===== src/rtl/store_write_buffer.sv =====
// -----------------------------------------------------------------------------
// store_write_buffer
//
// This block handles the write side of data memory. It takes CPU store requests
// (byte, half and word), turns each one into a word address, byte enables and
// data placed in the correct byte lanes, and holds them in a DEPTH-entry FIFO.
// It sends one entry per cycle to the RAM write port in any cycle where the RAM
// is not busy with a load. It also reports a hazard when a load address matches
// the word of a store that is still pending.
//
// Handshake: a store transfers on a rising edge where st_valid && st_ready.
// st_ready depends only on registered state and on reset. A request that is
// misaligned or uses the reserved size still completes the handshake. It is
// dropped instead of queued, and st_err pulses high for the next cycle.
//
// Ports
//   clk        in   rising-edge clock
//   reset      in   asynchronous, active-low reset
//   st_valid   in   store request valid
//   st_ready   out  buffer can accept a store this cycle
//   st_addr    in   store byte address
//   st_data    in   store data, right-justified
//   st_size    in   00 byte, 01 half, 10 word, 11 reserved
//   st_err     out  one-cycle pulse after a rejected store
//   mem_we     out  RAM write strobe (registered)
//   mem_addr   out  word-aligned RAM write address (registered)
//   mem_wdata  out  lane-positioned write data (registered)
//   mem_be     out  byte enables (registered)
//   mem_busy   in   RAM port used by a load this cycle, so no drain
//   ld_addr    in   address of the load in progress
//   ld_hazard  out  a queued or in-flight store targets the same word
//   count      out  number of entries held in the FIFO
//   empty      out  FIFO empty and no write in flight
// -----------------------------------------------------------------------------
module store_write_buffer #(
    parameter int ADDRESS_WIDTH = 32,
    parameter int DATA_WIDTH    = 32,
    parameter int DEPTH         = 4
) (
    input  logic                          clk,
    input  logic                          reset,
    input  logic                          st_valid,
    output logic                          st_ready,
    input  logic [ADDRESS_WIDTH-1:0]      st_addr,
    input  logic [DATA_WIDTH-1:0]         st_data,
    input  logic [1:0]                    st_size,
    output logic                          st_err,
    output logic                          mem_we,
    output logic [ADDRESS_WIDTH-1:0]      mem_addr,
    output logic [DATA_WIDTH-1:0]         mem_wdata,
    output logic [DATA_WIDTH/8-1:0]       mem_be,
    input  logic                          mem_busy,
    input  logic [ADDRESS_WIDTH-1:0]      ld_addr,
    output logic                          ld_hazard,
    output logic [$clog2(DEPTH+1)-1:0]    count,
    output logic                          empty
);

    localparam int BEW = DATA_WIDTH / 8;
    localparam int PW  = $clog2(DEPTH);
    localparam int CW  = $clog2(DEPTH + 1);
    localparam int WAW = ADDRESS_WIDTH - 2;

    // FIFO storage. An entry is valid only when it lies in the window of
    // count slots starting at rd_ptr, so the storage itself needs no reset.
    logic [WAW-1:0]        q_word  [DEPTH];
    logic [DATA_WIDTH-1:0] q_wdata [DEPTH];
    logic [BEW-1:0]        q_be    [DEPTH];

    logic [PW-1:0]         wr_ptr;
    logic [PW-1:0]         rd_ptr;
    logic [CW-1:0]         cnt_q;
    logic                  err_q;
    logic                  we_q;
    logic [WAW-1:0]        mem_word_q;
    logic [DATA_WIDTH-1:0] wdata_q;
    logic [BEW-1:0]        be_q;

    logic [BEW-1:0]        al_be;
    logic [DATA_WIDTH-1:0] al_wdata;
    logic                  al_bad;
    logic                  accept;
    logic                  push;
    logic                  pop;

    // The low two bits of the load address do not take part in the
    // word-granular hazard compare.
    logic unused_ld_bits;
    assign unused_ld_bits = ^ld_addr[1:0];

    // Place the right-justified store data into byte lanes and build the enables.
    always_comb begin
        al_be    = '0;
        al_wdata = '0;
        al_bad   = 1'b0;
        case (st_size)
            2'b00: begin
                al_be    = BEW'(1) << st_addr[1:0];
                al_wdata = {BEW{st_data[7:0]}};
            end
            2'b01: begin
                if (st_addr[0]) begin
                    al_bad = 1'b1;
                end else begin
                    al_be    = BEW'(3) << st_addr[1:0];
                    al_wdata = {(DATA_WIDTH/16){st_data[15:0]}};
                end
            end
            2'b10: begin
                if (st_addr[1:0] != 2'b00) begin
                    al_bad = 1'b1;
                end else begin
                    al_be    = '1;
                    al_wdata = st_data;
                end
            end
            default: al_bad = 1'b1;
        endcase
    end

    // A store cannot bypass a full FIFO, even in a cycle where the FIFO pops.
    assign st_ready = (cnt_q < CW'(DEPTH)) && reset;
    assign accept   = st_valid && st_ready;
    assign push     = accept && !al_bad;
    assign pop      = (cnt_q != '0) && !mem_busy;

    always_ff @(posedge clk or negedge reset) begin
        if (!reset) begin
            wr_ptr     <= '0;
            rd_ptr     <= '0;
            cnt_q      <= '0;
            err_q      <= 1'b0;
            we_q       <= 1'b0;
            mem_word_q <= '0;
            wdata_q    <= '0;
            be_q       <= '0;
        end else begin
            err_q <= accept && al_bad;
            if (push) wr_ptr <= wr_ptr + PW'(1);
            if (pop)  rd_ptr <= rd_ptr + PW'(1);
            case ({push, pop})
                2'b10:   cnt_q <= cnt_q + CW'(1);
                2'b01:   cnt_q <= cnt_q - CW'(1);
                default: cnt_q <= cnt_q;
            endcase
            // When no drain happens, the address, data and enables hold their
            // last values and only the strobe drops.
            we_q <= pop;
            if (pop) begin
                mem_word_q <= q_word[rd_ptr];
                wdata_q    <= q_wdata[rd_ptr];
                be_q       <= q_be[rd_ptr];
            end
        end
    end

    always_ff @(posedge clk) begin
        if (push) begin
            q_word[wr_ptr]  <= st_addr[ADDRESS_WIDTH-1:2];
            q_wdata[wr_ptr] <= al_wdata;
            q_be[wr_ptr]    <= al_be;
        end
    end

    // Hazard check. Slot i is valid when its distance from rd_ptr, taken
    // modulo DEPTH, is less than count.
    logic [PW-1:0] slot_off;
    always_comb begin
        slot_off  = '0;
        ld_hazard = we_q && (mem_word_q == ld_addr[ADDRESS_WIDTH-1:2]);
        for (int i = 0; i < DEPTH; i++) begin
            slot_off = PW'(i) - rd_ptr;
            if ((CW'(slot_off) < cnt_q) && (q_word[i] == ld_addr[ADDRESS_WIDTH-1:2]))
                ld_hazard = 1'b1;
        end
    end

    assign st_err    = err_q;
    assign mem_we    = we_q;
    assign mem_addr  = {mem_word_q, 2'b00};
    assign mem_wdata = wdata_q;
    assign mem_be    = be_q;
    assign count     = cnt_q;
    assign empty     = (cnt_q == '0) && !we_q;

endmodule


===== config.mk =====
export PLATFORM = sky130hd
export DESIGN_NAME = store_write_buffer
export DESIGN_NICKNAME = d
export VERILOG_FILES = /design/src/rtl/store_write_buffer.sv
export SDC_FILE = /design/constraint.sdc
export NUM_CORES = 1
export LEC_CHECK = 0
export BUFFER_PORTS_ARGS = -buffer_cell sky130_fd_sc_hd__buf_2
export CAP_MARGIN = 40
export CORE_ASPECT_RATIO = 0.5
export CORE_UTILIZATION = 40
export CTS_BUF_LIST = sky130_fd_sc_hd__clkbuf_2 sky130_fd_sc_hd__clkbuf_4 sky130_fd_sc_hd__clkbuf_8
export DETAILED_ROUTE_END_ITERATION = 7
export MAX_ROUTING_LAYER = met4
export PLACE_DENSITY = 0.59
export SYNTH_ARGS = -nofsm -noshare
export SYNTH_HDL_FRONTEND = slang
export SYNTH_SLANG_ARGS = --single-unit

===== constraint.sdc =====
create_clock -name clk -period 7 [get_ports clk]
set_clock_uncertainty 0.05 [all_clocks]
set_input_delay 1.4 -clock clk [delete_from_list [all_inputs] [get_ports clk]]
set_output_delay 1.4 -clock clk [all_outputs]
set_load 0.03 [all_outputs]

# Word-level counts from Yosys, hierarchy flattened
# Memories as Yosys holds them, arrays and structs flattened. A register that Yosys moved wholly into a read port is not among the register bits.
# Index checks and enable logic that the tools add are counted.
[op_classes] addsub=8 n_lt_le_gt_ge=5 eq_ne=9 n_shift=2 muxes=16 reduce_logical=22
[op_table] op="30-bit equality test" count=5
[op_table] op="32-bit case mux with 3 select lines" count=1
[op_table] op="32-bit 2-to-1 mux" count=2
[op_table] op="2-bit by 3-bit less-than comparator with 1-bit output" count=4
[op_table] op="4-bit case mux with 3 select lines" count=1
[op_table] op="1-bit logical AND" count=11
[op_table] op="1-bit 2-to-1 mux" count=8
[op_table] op="4-bit 2-to-1 mux" count=2
[op_table] op="1-bit zero test" count=6
[op_table] op="3-bit case mux with 2 select lines" count=1
[op_table] op="2-bit by 1-bit adder with 2-bit output (second input constant)" count=2
[op_table] op="2-bit by 1-bit equality test with 1-bit output (second input constant)" count=2
[op_table] op="2-bit equality test (second input constant)" count=2
[op_table] op="2-bit nonzero test" count=2
[op_table] op="1-bit by 2-bit << shifter with 4-bit output (first input constant)" count=1
[op_table] op="2-bit by 2-bit << shifter with 4-bit output (first input constant)" count=1
[op_table] op="1-bit by 2-bit subtractor with 2-bit output (first input constant)" count=2
[op_table] op="2-bit subtractor (first input constant)" count=2
[op_table] op="3-bit by 1-bit adder with 3-bit output (second input constant)" count=1
[op_table] op="3-bit zero test" count=1
[op_table] op="3-bit less-than comparator (second input constant)" count=1
[op_table] op="1-bit case mux with 3 select lines" count=1
[op_table] op="3-bit nonzero test" count=1
[op_table] op="3-bit by 1-bit subtractor with 3-bit output (second input constant)" count=1
[op_table] op="2-bit zero test" count=1
[totals] register_bits=9 ram_bits=264 output_inout_bits=76 wordCells=70 memories=3
[memory_table] name="q_wdata" words=4 word_bits=32 read_ports=1 rd_clocked_by_memory_dff=1 write_ports=1 line_no="67" source="logic [DATA_WIDTH-1:0] q_wdata [DEPTH];"
[memory_table] name="q_word" words=4 word_bits=30 read_ports=5 rd_clocked_by_memory_dff=1 write_ports=1 line_no="66" source="logic [WAW-1:0] q_word [DEPTH];"
[memory_table] name="q_be" words=4 word_bits=4 read_ports=1 rd_clocked_by_memory_dff=1 write_ports=1 line_no="68" source="logic [BEW-1:0] q_be [DEPTH];"

# Logic depth before layout (Yosys ltp)
# Gate-level depths: netlist of the first run.
[depth] depth_word=7 ltp_mapped=13 depth_no_buf=11

# Worst setup path before layout of the first run
# OpenSTA, ideal clock, no wires.
[synth_path] kind="input-to-reg" from="input st_size[0]" to="memory q_be[0][0] (netlist bit), enable pin" setup_ps=431 arrival_ps=3890 required_ps=6519 slack_ps=2629 stages=7 path_cell_list="buf_2 nor2_1 nor2b_1 o22ai_2 nor2b_1 buf_2 and2_1"
[synth_via] elab_chain_len=6 elab_cells_between_ends=8
[synth_rtl] item="start: declaration" line_no="46" source="input logic [1:0] st_size,"
[synth_rtl] item="2-bit equality test, or another cell as far along" line_no="96" source="case (st_size)"
[synth_rtl] item="1-bit case mux with 3 select lines (*)" line_no="96"
[synth_rtl] item="1-bit zero test (*)" line_no="124" source="assign push = accept && !al_bad;"
[synth_rtl] item="1-bit logical AND (*)" line_no="124"
[synth_rtl] item="1-bit 2-to-1 mux (*)" line_no="158" source="if (push) begin"
[synth_rtl] item="1-bit 2-to-1 mux (implied by the code) (*)" line_no="161" source="q_be[wr_ptr] <= al_be;"
[synth_rtl] item="end: declaration" line_no="68"
# Mark *: on every way between the ends. The rest lies on a longest branch, timed or not.

# Worst setup path after layout of the first run
[layout_path] from="input ld_addr[23]" to="output ld_hazard"
[layout_via] elab_chain_len=6 elab_cells_between_ends=14
[layout_rtl] item="start: declaration" line_no="53" source="input logic [ADDRESS_WIDTH-1:0] ld_addr,"
[layout_rtl] item="30-bit equality test (on tied branches)" line_no="170, 173"
[layout_rtl] item="1-bit logical AND (on tied branches)" line_no="170, 173"
[layout_rtl] item="1-bit 2-to-1 mux (3 in a row)" line_no="173" source="if ((CW'(slot_off) < cnt_q) && (q_word[i] == ld_addr[ADDRESS_WIDTH-1:2]))"
[layout_rtl] item="1-bit 2-to-1 mux (*)" line_no="173"
[layout_rtl] item="end: declaration" line_no="54" source="output logic ld_hazard,"
# Marks and branches as above.

==> metrics.md, run 1 <==
| Metric | Value |
|---|---|
| Run status | finished with violations |
| Failing checks | design-rule violations |
| Register area | 9809 µm² |
| Synth area leader | edfxtp_1 |
| Async SR Flop Fraction | 22.12% |
| Leak | 6.352 nW |
| Die Width | 274.7 µm |
| Seq/Total Area, Yosys | 65.94% |
| Worst-path cell chain | buf_2 > xor2_1 > nor4_1 > o2111ai_1 > nor4_1 > or4_1 > buf_2 |
| Uppermost layer routed | met4 |
| Final min period | 4.607 ns |
| Peak supply drop | 0.1523 mV |
| Worst hold stages | 1 |
| Slew Viols, Final | 0 |
| Layout Cells excl Fill | 1559 |
| Worst Hold Launch | mem_be[1] |
| Vias in the first global route | 8741 |
| Largest family of logic cells by synthesized area | multiplexers |
| Met2 wire length | 18.66 mm |
| Critical path capture point type | primary output |
| CP max FO | 5 |
| #FFs+latches synth | 339 |
| Cells after synthesis | 849 |
| NumNets Final | 1144 |
| Placement-stage cell area | 16260 µm² |
| DRT met1 WL | 15.53 mm |
| Core Area | 36230 µm² |
| DRC viols | 6 |
| Number of synthesized flops with an enable pin | 264 |
| Simple-gate share of the synthesized area | 3.534% |
| Internal | 4.262 mW |
| Worst r2r src | count[2] |
| Avg Inst Size Synth | 17.51 µm² |
| Hpwl dp | 25.48 mm |
| Cell Pwr Density | 373.3 nW/µm² |
| Clk_lat worst skew | 0.61 ns |
| Clock H-tree levels | 2 |
| Most common cell in the netlist | edfxtp_1 |
| WL met3 | 1.842 mm |
| Setup bufs post-CTS | 0 |
| Fmax | 217.1 MHz |
| Arr. time, crit path | 3.16 ns |
| Most used DFF post-synth | edfxtp_1 |
| Combinational power share | 32.5% |
| DIE AREA | 37990 µm² |
| Slowest-stage cell, CP | nor4_1 |
| RSZ-0062 raised after global routing | no |
| Drt wl/cell | 23.74 µm |
| Gpl congestion | 0.8289 |
| First-pass GRT wire length | 55.46 mm |
| Fin. Hold Viols | 0 |
| Yosys cell types | 40 |
| Synth warnings | 0 |
| HP Class | flop to flop |
| Layout cells sized above 1 | 39.61% |
| Filler instances | 3093 |
| CP max stage delay | 0.63 ns |
| Sw power | 2.202 mW |
| P&R area growth vs syn | 16.44% |
| Sequential Power Share | 42.0% |
| Aggregate global routing overflow | 0 |
| Worst hold slack | 0.4497 ns |
| Root Buffer | clkbuf_8 |
| Clock power share | 25.5% |
| Setup TNS | 0 ns |
| Die Y | 138.3 µm |
| Design Area, Final | 17310 µm² |
| Max-Cap Viols | 0 |
| Synth cell count leaders | edfxtp_1 (264), xor2_1 (106), dfrtp_1 (75), mux4_2 (66), mux2_2 (59) |
| Cells resized by post-CTS repair | 0 |
| Multiplexer area fraction after synthesis | 15.24% |
| CP startpoint kind | input pin |
| Post-synthesis compound-gate area fraction | 2.222% |
| R2r setup slk | 4.14 ns |
| Cell Rows | 49 |
| Tot GR Track Use | 20.61% |
| Synth area leaders | edfxtp_1 (53%), dfrtp_1 (13%), mux4_2 (10%) |
| Pre-antenna DRT Iters | 8 |
| Ports | 178 |
| Multi-input logic area | 4659 µm² |
| Worst-Margin Slew | 0.8057 ns |
| Final setup fails | 0 |
| Top-area cell type share of the netlist area | 53.32% |
| CTS tree | done |
| Worst EP required | 5.55 ns |
| Reg2reg end | q_wdata[3][4] |
| # placed instances | 1465 |
| Adder-cell share of the synthesized area | 0.8920% |
| CTS buffer count | 49 |
| Initial antenna violation count | 1 |
| Cell area after synthesis | 14870 µm² |
| Antenna Nets Post-Route | 0 |
| Vias per cell | 5.182 |
| Tcrit/Tclk final | 65.82% |
| Vias | 8079 |
| Worst slew margin | 46.29% |
| CTS sink cnt | 339 |
| Worst-path clk slew | 0.06 ns |
| Initial Utilization | 41.03% |
| Longest Clk Path Bufs | 3 |
| Synth Area in XOR/XNOR | 9.307% |
| Reg2Reg Depth | 6 |
| Post-CTS Hold Buffers | 0 |
| Largest net degree at the start of global routing | 47 |
| Port bufs | 173 |
| Kind of critical path | input pin to primary output |
| Switching share of power | 34.06% |
| DR iter-0 viols | 461 |
| Drt total wl | 37.01 mm |
| Hold Path End | mem_be[1] |
layout by cell type (no fill, tap or decap), types with 15 or more instances in the layout:
cell type / count
a22o_1: 16
xnor2_1: 52
buf_4: 15
buf_2: 172
edfxtp_1: 264
clkbuf_8: 59
mux4_2: 66
inv_1: 17
dfrtp_1: 73
xor2_1: 106
nor4_1: 27
nand4_1: 18
mux2_2: 59
clkbuf_4: 21
cell families after synthesis:
kind of cell / Yosys count
XOR/XNOR: 158
multiplexers: 133
buffers and inverters: 80
AND/OR/NAND/NOR: 87
flip-flops: 339
AO/OA/AOI/OAI: 41
adder cells (fa/ha/maj): 10
other: 1
per-layer routing:
metal  global-route usage (%)  vias up
met5                        -        -
met4                    6.754        0
met3                    4.151       67
met2                    33.42      190
met1                    25.91     4197
li1                         -     3625
metrics by stage:
stage	power (mW)	setup WS (ns)	util [%]
4_1_cts	6.543	2.338	47.77
2_1_floorplan	4.233	2.629	-
3_3_place_gp	4.817	2.237	44.45
6_report	6.464	2.393	47.78
3_5_place_dp	4.893	2.408	44.88
5_1_grt	6.769	2.238	47.77
how the worst max path moves through the flow:
stage,slack (ns),start,to,depth (start not counted)
floorplan,2.63,st_size[0],q_be[0][0],7
global placement,2.24,st_size[0],q_wdata[0][13],7
detailed placement,2.41,ld_addr[9],ld_hazard,8
CTS,2.34,rd_ptr[0],ld_hazard,8
global route,2.24,ld_addr[3],ld_hazard,7
finish,2.39,ld_addr[23],ld_hazard,7
critical path, delay by kind of cell:
kind / cells / cell delay, ns
compound gates: 1 / 0.20
xor+xnor: 1 / 0.16
buf+inv: 2 / 0.36
simple gates: 3 / 1.03
cell type report:
| class | instances | area share [%] |
|---|---|---|
| inverters | 17 | 0.3686 |
| clock buffers | 80 | 5.601 |
| diodes | 2 | 0.02891 |
| repair buffers | 194 | 6.490 |
| clock inverters | 12 | 0.4408 |
| well taps | 484 | 3.498 |
| multi-input cells | 431 | 26.91 |
| flip-flops and latches | 339 | 56.66 |
state kept, by name (all words and copies together) (netlist names):
register    flops
q_wdata       128
q_word        120
mem_wdata      32
mem_word_q     30
q_be           16
mem_be          4
count           3
rd_ptr          2
wr_ptr          2
mem_we          1
st_err          1
power by group through the flow:
stage,logic (mW),registers [mW],clock network [mW]
final,2.10,2.72,1.65
after floorplan,1.16,3.07,0
after detailed placement,2.13,2.76,0
after global routing,2.24,2.76,1.77
after CTS,2.14,2.73,1.68
after global placement,2.06,2.75,0
No activity file was read; power rests on OpenSTA's default activity.
==> run 2, diff against run 1 <==
PLACE_DENSITY = 0.62   (was 0.59)
clock period = 4.1 ns   (was 7 ns; I/O delays follow)
==> metrics.md, run 2 (same netlist as run 1, synthesis figures left out) <==
| Metric | Value |
|---|---|
| Run status | finished with violations |
| Failing checks | design-rule violations |
| Final min period | 3.875 ns |
| Setup TNS | 0 ns (unchanged) |
| Slew Viols, Final | 0 (unchanged) |
| Vias | 8103 (+0.30%) |
| Worst hold slack | 0.3140 ns (-0.1356 ns) |
| Hpwl dp | 24.51 mm (-3.8%) |
| Kind of critical path | flop to primary output |
| Leak | 6.328 nW (-0.37%) |
| Longest Clk Path Bufs | 3 (unchanged) |
| Worst-Margin Slew | 0.8238 ns (+0.01804 ns) |
| Tot GR Track Use | 20.48% (-0.12 points) |
| P&R area growth vs syn | 16.00% |
| CTS tree | done |
| Vias per cell | 5.198 (+0.30%) |
| DR iter-0 viols | 659 (+43%) |
| Arr. time, crit path | 3.00 ns (-0.16 ns) |
| Cell Pwr Density | 642.1 nW/µm² (+72%) |
| Die Width | 274.7 µm (unchanged) |
| Setup WS post-layout | 0.2253 ns (-2.167 ns) |
| Drt wl/cell | 23.60 µm (-0.60%) |
| Aggregate global routing overflow | 0 (unchanged) |
| Post-CTS Hold Buffers | 0 (unchanged) |
| Port bufs | 173 (unchanged) |
| Most frequent cells in the layout | edfxtp_1 (264), buf_2 (172), xor2_1 (106) |
| Crit path from | rd_ptr[0] |
| Critical path capture point type | primary output |
| Peak supply drop | 0.2339 mV (+54%) |
| Vias in the first global route | 8833 (+1.1%) |
| Layout cells sized above 1 | 39.33% (-0.28 points) |
| Commonest non-fill, non-tap cell in the layout | edfxtp_1 |
| First-pass GRT wire length | 55.55 mm (+0.15%) |
| Fin. Hold Viols | 0 (unchanged) |
| Final core utilization | 47.60% (-0.18 points) |
| CTS sink cnt | 339 (unchanged) |
| Max-Cap Viols | 0 (unchanged) |
| Clk_lat worst skew | 0.59 ns (-0.02 ns) |
| Root Buffer | clkbuf_8 |
| Tcrit/Tclk final | 94.51% |
| Worst r2r src | rd_ptr[0] |
| Worst slew margin | 44.85% (-1.4 points) |
| Initial Utilization | 41.03% (unchanged) |
| CP startpoint kind | flop |
| R2r setup slk | 1.14 ns (-3.00 ns) |
| Max FFs per register | 128 (unchanged) |
| Final setup fails | 0 (unchanged) |
| Antenna Nets Post-Route | 0 (unchanged) |
| Pre-CTS WS | 0.6501 ns (-1.757 ns) |
| Cells resized by post-CTS repair | 0 (unchanged) |
| Worst EP required | 3.23 ns (-2.32 ns) |
| Pre-antenna DRT Iters | 7 (-1) |
| Largest net degree at the start of global routing | 70 (+49%) |
| Setup bufs post-CTS | 0 (unchanged) |
| Clock H-tree levels | 2 (unchanged) |
| Drt total wl | 36.79 mm (-0.60%) |
| Core Area | 36230 µm² (unchanged) |
| CTS buffer count | 50 (+2.0%) |
| Initial antenna violation count | 1 (unchanged) |
| Worst-path clk slew | 0.07 ns (about the same) |
| Gpl congestion | 0.8480 (+2.3%) |
| Largest Register | q_wdata |
| DIE AREA | 37990 µm² (unchanged) |
| CP max FO | 15 (+10) |
| NumNets Final | 1143 (-0.087%) |
| Ports | 178 (unchanged) |
| Cell Rows | 49 (unchanged) |
| Die Y | 138.3 µm (unchanged) |
| Fmax | 258.1 MHz |
| DRC viols | 8 (+2) |
| HP Class | input pin to async pin |
| RSZ-0062 raised after global routing | no |
## run 2: changes by cell type in the layout (fill, tap and decap cells not counted), sizes merged
cell | previous run | this run
clkbuf | 80 | 77
buf | 194 | 192
bufinv | 0 | 1
clkinv | 10 | 14
## run 2: through the flow
| step | cells | area (µm²) | total power [mW] |
|---|---|---|---|
| 2_1_floorplan | 850 | 14870 | 7.227 |
| 3_3_place_gp | 1462 | 16150 | 8.237 |
| 3_5_place_dp | 1463 | 16160 | 8.297 |
| 4_1_cts | 1557 | 17240 | 11.22 |
| 5_1_grt | 1557 | 17240 | 11.61 |
| 6_report | 1559 | 17250 | 11.07 |
## run 2: worst max-delay path: stages (launching register included)
cell and delay [ns]:
dfrtp_4 0.63, xor2_1 0.23, inv_1 0.07, ha_1 0.27, a21oi_1 0.08, o2111ai_1 0.24
nor4_1 0.06, or4_1 0.60, buf_2 0.22
## run 2: report_power, final
group / switching, mW / internal, mW / total (mW)
logic: 2.04 / 1.52 / 3.55
registers: 0.409 / 4.20 / 4.61
clock network: 1.34 / 1.57 / 2.91
## run 2: final timing paths
path	to	depth (start not counted)
setup / recovery	ld_hazard	8
hold / removal	mem_word_q[0]	2
setup reg to reg	mem_word_q[5]	4
hold reg to reg	mem_wdata[11]	1
max in group asynchronous	rd_ptr[0]	3
min in group clk	q_word[2][27]	1
## run 2: metal layers
metal | track usage, % | routed length (µm)
met2 | 33.78 | 18700
met1 | 26.05 | 15400
met3 | 3.787 | 1942
met4 | 5.351 | 748
met5 | - | 0
## run 2: cell type report
type / instances / area, µm²
Clock buffer: 77 / 959.7
Antenna cell: 2 / 5.005
Multi-Input combinational cell: 431 / 4659
Tap cell: 484 / 605.6
Sequential cell: 339 / 9809
Timing Repair Buffer: 192 / 1023
Fill cell: 3073 / 18990
Clock inverter: 17 / 120.1
Inverter: 17 / 63.81
